--- config.mk ---
export PLATFORM = sky130hd
export DESIGN_NAME = uart_rx_loader
export DESIGN_NICKNAME = d
export VERILOG_FILES = /design/src/rtl/uart_rx_loader.sv
export SDC_FILE = /design/constraint.sdc
export NUM_CORES = 1
export LEC_CHECK = 0
export BUFFER_PORTS_ARGS = -buffer_cell sky130_fd_sc_hd__buf_2
export CAP_MARGIN = 25
export CORE_ASPECT_RATIO = 1.25
export CORE_MARGIN = 2
export CORE_UTILIZATION = 40
export DETAILED_ROUTE_END_ITERATION = 7
export PLACE_DENSITY_LB_ADDON = 0.3
export SYNTH_ARGS = -nofsm -noshare
export SYNTH_HDL_FRONTEND = slang
export SYNTH_SLANG_ARGS = --single-unit
--- constraint.sdc ---
create_clock -name clk -period 3.4 [get_ports clk]
set_clock_uncertainty 0.2 [all_clocks]
set_input_delay 0.34 -clock clk [delete_from_list [all_inputs] [get_ports clk]]
set_output_delay 0.34 -clock clk [all_outputs]
set_load 0.005 [all_outputs]
--- src/rtl/uart_rx_loader.sv ---
// rtl/uart_rx_loader.sv - AXI4-Lite UART polling loader that packs received byte pairs into memory words
module uart_rx_loader #(
    parameter int C_M_AXI_ADDR_WIDTH = 4,
    parameter int C_M_AXI_DATA_WIDTH = 32,
    parameter int MEMORY_ADDR_WIDTH  = 18,
    parameter int MEMORY_DATA_WIDTH  = 16,
    parameter int LOAD_WORDS         = 1024
) (
    input  logic                            clk,
    input  logic                            reset,
    input  logic                            UART_initialize,

    output logic [C_M_AXI_ADDR_WIDTH-1:0]   M_AXI_AWADDR,
    output logic                            M_AXI_AWVALID,
    input  logic                            M_AXI_AWREADY,

    output logic [C_M_AXI_DATA_WIDTH-1:0]   M_AXI_WDATA,
    output logic [C_M_AXI_DATA_WIDTH/8-1:0] M_AXI_WSTRB,
    output logic                            M_AXI_WVALID,
    input  logic                            M_AXI_WREADY,

    input  logic [1:0]                      M_AXI_BRESP,
    input  logic                            M_AXI_BVALID,
    output logic                            M_AXI_BREADY,

    output logic [C_M_AXI_ADDR_WIDTH-1:0]   M_AXI_ARADDR,
    output logic                            M_AXI_ARVALID,
    input  logic                            M_AXI_ARREADY,

    input  logic [C_M_AXI_DATA_WIDTH-1:0]   M_AXI_RDATA,
    input  logic [1:0]                      M_AXI_RRESP,
    input  logic                            M_AXI_RVALID,
    output logic                            M_AXI_RREADY,

    output logic [MEMORY_ADDR_WIDTH-1:0]    mem_addr,
    output logic [MEMORY_DATA_WIDTH-1:0]    mem_wdata,
    output logic                            mem_we,

    output logic                            busy,
    output logic                            done,
    output logic                            error
);

    typedef enum logic [3:0] {
        IDLE,
        CFG_W,
        CFG_B,
        POLL_AR,
        POLL_R,
        RX_AR,
        RX_R,
        MEM_WR,
        DONE,
        ERROR
    } state_t;

    // UART-lite register map: RX FIFO at 0x0, status at 0x8, control at 0xC
    localparam logic [C_M_AXI_ADDR_WIDTH-1:0] ADDR_RX   = C_M_AXI_ADDR_WIDTH'(0);
    localparam logic [C_M_AXI_ADDR_WIDTH-1:0] ADDR_STAT = C_M_AXI_ADDR_WIDTH'(8);
    localparam logic [C_M_AXI_ADDR_WIDTH-1:0] ADDR_CTRL = C_M_AXI_ADDR_WIDTH'(12);
    localparam logic [C_M_AXI_DATA_WIDTH-1:0] CTRL_RST_FIFOS = C_M_AXI_DATA_WIDTH'(3);
    localparam logic [MEMORY_ADDR_WIDTH:0]    LOAD_CNT = (MEMORY_ADDR_WIDTH+1)'(LOAD_WORDS);

    state_t                         state_q, state_d;
    logic                           aw_done_q, aw_done_d;
    logic                           w_done_q, w_done_d;
    logic                           phase_q, phase_d;
    logic [MEMORY_ADDR_WIDTH-1:0]   mem_addr_q, mem_addr_d;
    logic [MEMORY_DATA_WIDTH-1:0]   mem_wdata_q, mem_wdata_d;
    logic [MEMORY_ADDR_WIDTH:0]     word_cnt_q, word_cnt_d;
    logic [MEMORY_ADDR_WIDTH:0]     word_cnt_inc;

    logic unused_rdata;
    assign unused_rdata = ^M_AXI_RDATA[C_M_AXI_DATA_WIDTH-1:8];

    assign word_cnt_inc = word_cnt_q + 1'b1;

    always_comb begin
        state_d     = state_q;
        aw_done_d   = aw_done_q;
        w_done_d    = w_done_q;
        phase_d     = phase_q;
        mem_addr_d  = mem_addr_q;
        mem_wdata_d = mem_wdata_q;
        word_cnt_d  = word_cnt_q;

        case (state_q)
            IDLE, DONE: begin
                if (UART_initialize) begin
                    state_d    = CFG_W;
                    aw_done_d  = 1'b0;
                    w_done_d   = 1'b0;
                    phase_d    = 1'b0;
                    mem_addr_d = '0;
                    word_cnt_d = '0;
                end
            end
            CFG_W: begin
                // AW and W complete independently; leave once both have been accepted
                if (M_AXI_AWREADY) begin
                    aw_done_d = 1'b1;
                end
                if (M_AXI_WREADY) begin
                    w_done_d = 1'b1;
                end
                if ((aw_done_q || M_AXI_AWREADY) && (w_done_q || M_AXI_WREADY)) begin
                    state_d = CFG_B;
                end
            end
            CFG_B: begin
                if (M_AXI_BVALID) begin
                    state_d = (M_AXI_BRESP == 2'b00) ? POLL_AR : ERROR;
                end
            end
            POLL_AR: begin
                if (M_AXI_ARREADY) begin
                    state_d = POLL_R;
                end
            end
            POLL_R: begin
                if (M_AXI_RVALID) begin
                    if (M_AXI_RRESP != 2'b00) begin
                        state_d = ERROR;
                    end else if (M_AXI_RDATA[0]) begin
                        state_d = RX_AR;
                    end else begin
                        state_d = POLL_AR;
                    end
                end
            end
            RX_AR: begin
                if (M_AXI_ARREADY) begin
                    state_d = RX_R;
                end
            end
            RX_R: begin
                if (M_AXI_RVALID) begin
                    if (M_AXI_RRESP != 2'b00) begin
                        state_d = ERROR;
                    end else if (!phase_q) begin
                        mem_wdata_d[MEMORY_DATA_WIDTH-1 -: 8] = M_AXI_RDATA[7:0];
                        phase_d = 1'b1;
                        state_d = POLL_AR;
                    end else begin
                        mem_wdata_d[7:0] = M_AXI_RDATA[7:0];
                        phase_d = 1'b0;
                        state_d = MEM_WR;
                    end
                end
            end
            MEM_WR: begin
                mem_addr_d = mem_addr_q + 1'b1;
                word_cnt_d = word_cnt_inc;
                state_d    = (word_cnt_inc == LOAD_CNT) ? DONE : POLL_AR;
            end
            ERROR: begin
                state_d = ERROR;
            end
            default: begin
                state_d = IDLE;
            end
        endcase
    end

    always_ff @(posedge clk) begin
        if (reset) begin
            state_q     <= IDLE;
            aw_done_q   <= 1'b0;
            w_done_q    <= 1'b0;
            phase_q     <= 1'b0;
            mem_addr_q  <= '0;
            mem_wdata_q <= '0;
            word_cnt_q  <= '0;
        end else begin
            state_q     <= state_d;
            aw_done_q   <= aw_done_d;
            w_done_q    <= w_done_d;
            phase_q     <= phase_d;
            mem_addr_q  <= mem_addr_d;
            mem_wdata_q <= mem_wdata_d;
            word_cnt_q  <= word_cnt_d;
        end
    end

    // Bus outputs decode straight from state so they hold steady until accepted
    assign M_AXI_AWADDR  = (state_q == CFG_W) ? ADDR_CTRL : '0;
    assign M_AXI_AWVALID = (state_q == CFG_W) && !aw_done_q;
    assign M_AXI_WDATA   = (state_q == CFG_W) ? CTRL_RST_FIFOS : '0;
    assign M_AXI_WSTRB   = (state_q == CFG_W) ? '1 : '0;
    assign M_AXI_WVALID  = (state_q == CFG_W) && !w_done_q;
    assign M_AXI_BREADY  = (state_q == CFG_B);
    assign M_AXI_ARADDR  = (state_q == POLL_AR) ? ADDR_STAT : ADDR_RX;
    assign M_AXI_ARVALID = (state_q == POLL_AR) || (state_q == RX_AR);
    assign M_AXI_RREADY  = (state_q == POLL_R) || (state_q == RX_R);

    assign mem_addr  = mem_addr_q;
    assign mem_wdata = mem_wdata_q;
    assign mem_we    = (state_q == MEM_WR);

    assign busy  = (state_q != IDLE) && (state_q != DONE) && (state_q != ERROR);
    assign done  = (state_q == DONE);
    assign error = (state_q == ERROR);

endmodule

==> summary.md <==
| Metric | Value |
|---|---|
| Critical hold path startpoint | M_AXI_RDATA[4] |
| Critical Path Start Type | flop |
| Number of nets in the layout | 543 |
| Library cells used by synthesis | 54 |
| R2r endpoint | state_q[1] |
| Syn Std Cell Area | 3465 sq um |
| Transition time at the pin with the least slew margin | 0.8138 ns |
| GRT Total Usage | 0.1723 |
| RSZ-0062 raised after global routing | no |
| Full die area | 9426 sq um |
| Final Slew Violations | 0 |
| Placed inst area | 3695 sq um |
| Detailed-route wire length per cell | 13.30 microns |
| CP max FO | 9 |
| Post-synth top area cell | sky130_fd_sc_hd__dfxtp_1 |
| Worst hold path cell count | 3 |
| Minimum clock period after layout | 2.793 ns |
| DP Cell Count | 583 |
| Post-synthesis area per instance | 7.856 sq um |
| Detailed-route wire length | 7965 microns |
| Layout cell share with drive strength beyond 1 | 0.2052 |
| Clock transition at the registers of the reported paths | 0.07 ns |
| Syn. warnings | 0 |
| FF-to-FF setup slack | 0.61 ns |
| Worst supply voltage drop on vdd | 0.3348 mV |
| Bufs on Longest Clock Path | 2 |
| Final GP Congestion | 0.7653 |
| Status | finished clean |
| Post-DR vias/cell | 5.439 |
| Number of port buffers | 71 |
| Power density relative to cell area | 546.2 nW/um^2 |
| Crit. Startpoint | word_cnt_q[0] |
| Worst flop-to-flop path startpoint | word_cnt_q[0] |
| Number of cells produced by synthesis | 441 |
| Count of routing violations after the opening detailed-route iteration | 165 |
| Number of max-cap violations | 0 |
| Height of the die | 108.1 microns |
| Most frequent cells after synthesis | sky130_fd_sc_hd__nor2_1, sky130_fd_sc_hd__dfxtp_1, sky130_fd_sc_hd__buf_4, sky130_fd_sc_hd__a21oi_1, sky130_fd_sc_hd__nand2_1 |
| Design area | 3941 sq um |
| Sinks on the clock net | 60 |
| Highest Clock Rate | 0.3580 GHz |
| Final setup fails | 0 |
| Maximum number of pins on one net before global-route repair | 45 |
| Cells taking the most area after synthesis | sky130_fd_sc_hd__dfxtp_1, sky130_fd_sc_hd__buf_4, sky130_fd_sc_hd__nor2_1 |
| Number of H-tree levels | 3 |
| Leakage power summed over all cells | 0.001700 uW |
| Cts-stage hold buffer count | 0 |
| Min-Delay Endpoint | mem_wdata[4] |
| Root buffer cell | sky130_fd_sc_hd__clkbuf_8 |
| CP endpoint kind | flop |
| Quantity of gates resized following cts | 0 |
| Core utilization of the finished layout | 0.4730 |
| Number of cell rows | 37 |
| Die X-Extent | 87.24 microns |
| Number of buffers inserted by post-CTS setup repair | 0 |
| Fraction of the yosys area taken by sequential cells | 0.3467 |
| Via count of the first global-routing pass | 2916 |
| Hold WC Path Type | primary input to flop |
| Most frequent cell after synthesis | sky130_fd_sc_hd__nor2_1 |
| Number of search-and-repair iterations in the first detailed-routing pass | 4 |
| Total CTS buffers | 9 |
| Path type of the worst setup path | flop to flop |
| Post-route DRC | 0 |
| CP required | 3.40 ns |
| Total congestion overflow | 0 |
| Worst slew margin relative to its limit | 0.4575 |
| Synthesis-to-finish area growth | 13.76% |
| Share of flip-flops with an asynchronous set or reset after synthesis | 0 |
| Clock network latency to the later pin of the worst-skew pair | 0.35 ns |
| Core Area | 8333 sq um |
| Fin. Hold Viols | 0 |
| Vias | 3258 |
| Non-filler instance count after layout | 599 |
| Area share of the leading cell type in the synthesized netlist | 0.3467 |
| Number of antenna violations at the first check in global routing | 0 |
| Sum of negative setup slack | 0 ns |
| CTS tree | yes |
| R2r worst-path depth | 7 |
| Half-perimeter wire length after detailed placement | 5531 microns |
| Main synth FF type | sky130_fd_sc_hd__dfxtp_1 |
| Number of antenna-violating nets in the routed design | 0 |
| Initial Util | 0.4158 |
| Period Utilization, post-route | 0.8216 |
| Number of register bits inferred by synthesis | 60 |
| Number of synthesized flops with an enable pin | 0 |
| CP Data Arrival Time | 2.79 ns |
| Post-Route Hold Slack | 0.04004 ns |
| Boundary Pins | 131 |
| Wire length of the first global-routing pass | 13180 microns |
| Diode count | 0 |
| Filler cells | 834 |
kinds of logic after synthesis:
kind of cell,after synthesis,synth area share
muxes,18,0.05200
adders and majority gates,2,0.007222
AOI/OAI and AO/OA,102,0.1842
buffers and inverters,75,0.1318
other,1,0.001082
DFF,60,0.3467
and+or+nand+nor,176,0.2593
xor gates and xnor gates,7,0.01770
layout make-up:
| cell class | instances | area, sq um | share of cell area |
|---|---|---|---|
| Tap cell | 97 | 121.4 | 0.03079 |
| Inverter | 8 | 30.03 | 0.007619 |
| Timing Repair Buffer | 78 | 407.9 | 0.1035 |
| Multi-Input combinational cell | 340 | 1934 | 0.4908 |
| Clock inverter | 7 | 122.6 | 0.03111 |
| Sequential cell | 60 | 1201 | 0.3048 |
| Clock buffer | 9 | 123.9 | 0.03143 |
sequential cells by signal, indices dropped and copies added, names as in the netlist:
name and flops:
aw_done_q 1, state_q 4, mem_wdata 16, w_done_q 1, word_cnt_q 19, mem_addr 18
phase_q 1
cell usage in the layout (no fill, tap or decap), drive strengths merged, types with 3 or more instances in the layout:
cell type and count:
and3 4, a311oi 8, nand2 24, nor4 6, nor3 10, a22oi 6
nor3b 3, o21ai 23, nand2b 6, nand4 8, bufinv 3, o211ai 3
or2 3, a31oi 7, nand3 20, mux2i 18, buf 78, dfxtp 60
clkbuf 9, inv 9, a211oi 4, nor2 67, xnor2 5, nand3b 8
or3 8, conb 35, a21oi 36
worst max path at each step:
stage               slack [ns]            to  cells past startpoint
floorplan                 1.05  mem_addr[16]                      8
global placement          0.74    state_q[1]                      7
detailed placement        0.63    state_q[1]                      7
CTS                       0.63    state_q[1]                      7
global route              0.36    state_q[1]                      7
finish                    0.61    state_q[1]                      7
stage by stage:
step	total power, uW	worst slack [ns]
floorplan	1266	1.047
global placement	1357	0.7435
detailed placement	1364	0.6302
CTS	2171	0.6325
global route	2278	0.3601
finish	2153	0.6067
layer usage:
layer,wire length (microns),GRT usage,part of all wire
met5,0,0,0
met4,144,0.08462,0.018
met3,396,0.02824,0.050
met2,3955,0.2890,0.50
met1,3469,0.2114,0.44
where the power goes:
group,total (uW),internal [uW],switching (uW)
combinational,584,241,344
sequential,766,725,40.6
clock,803,490,313
critical path, stage by stage, from the launching register on:
cell	delay [ns]
sky130_fd_sc_hd__dfxtp_1	0.44
sky130_fd_sc_hd__ha_1	0.25
sky130_fd_sc_hd__nand3_1	0.30
sky130_fd_sc_hd__nor4_1	0.69
sky130_fd_sc_hd__and4_1	0.35
sky130_fd_sc_hd__o211ai_1	0.11
sky130_fd_sc_hd__o41ai_1	0.13
sky130_fd_sc_hd__a311oi_1	0.17
Note: power is estimated with default switching activity, not from simulation.
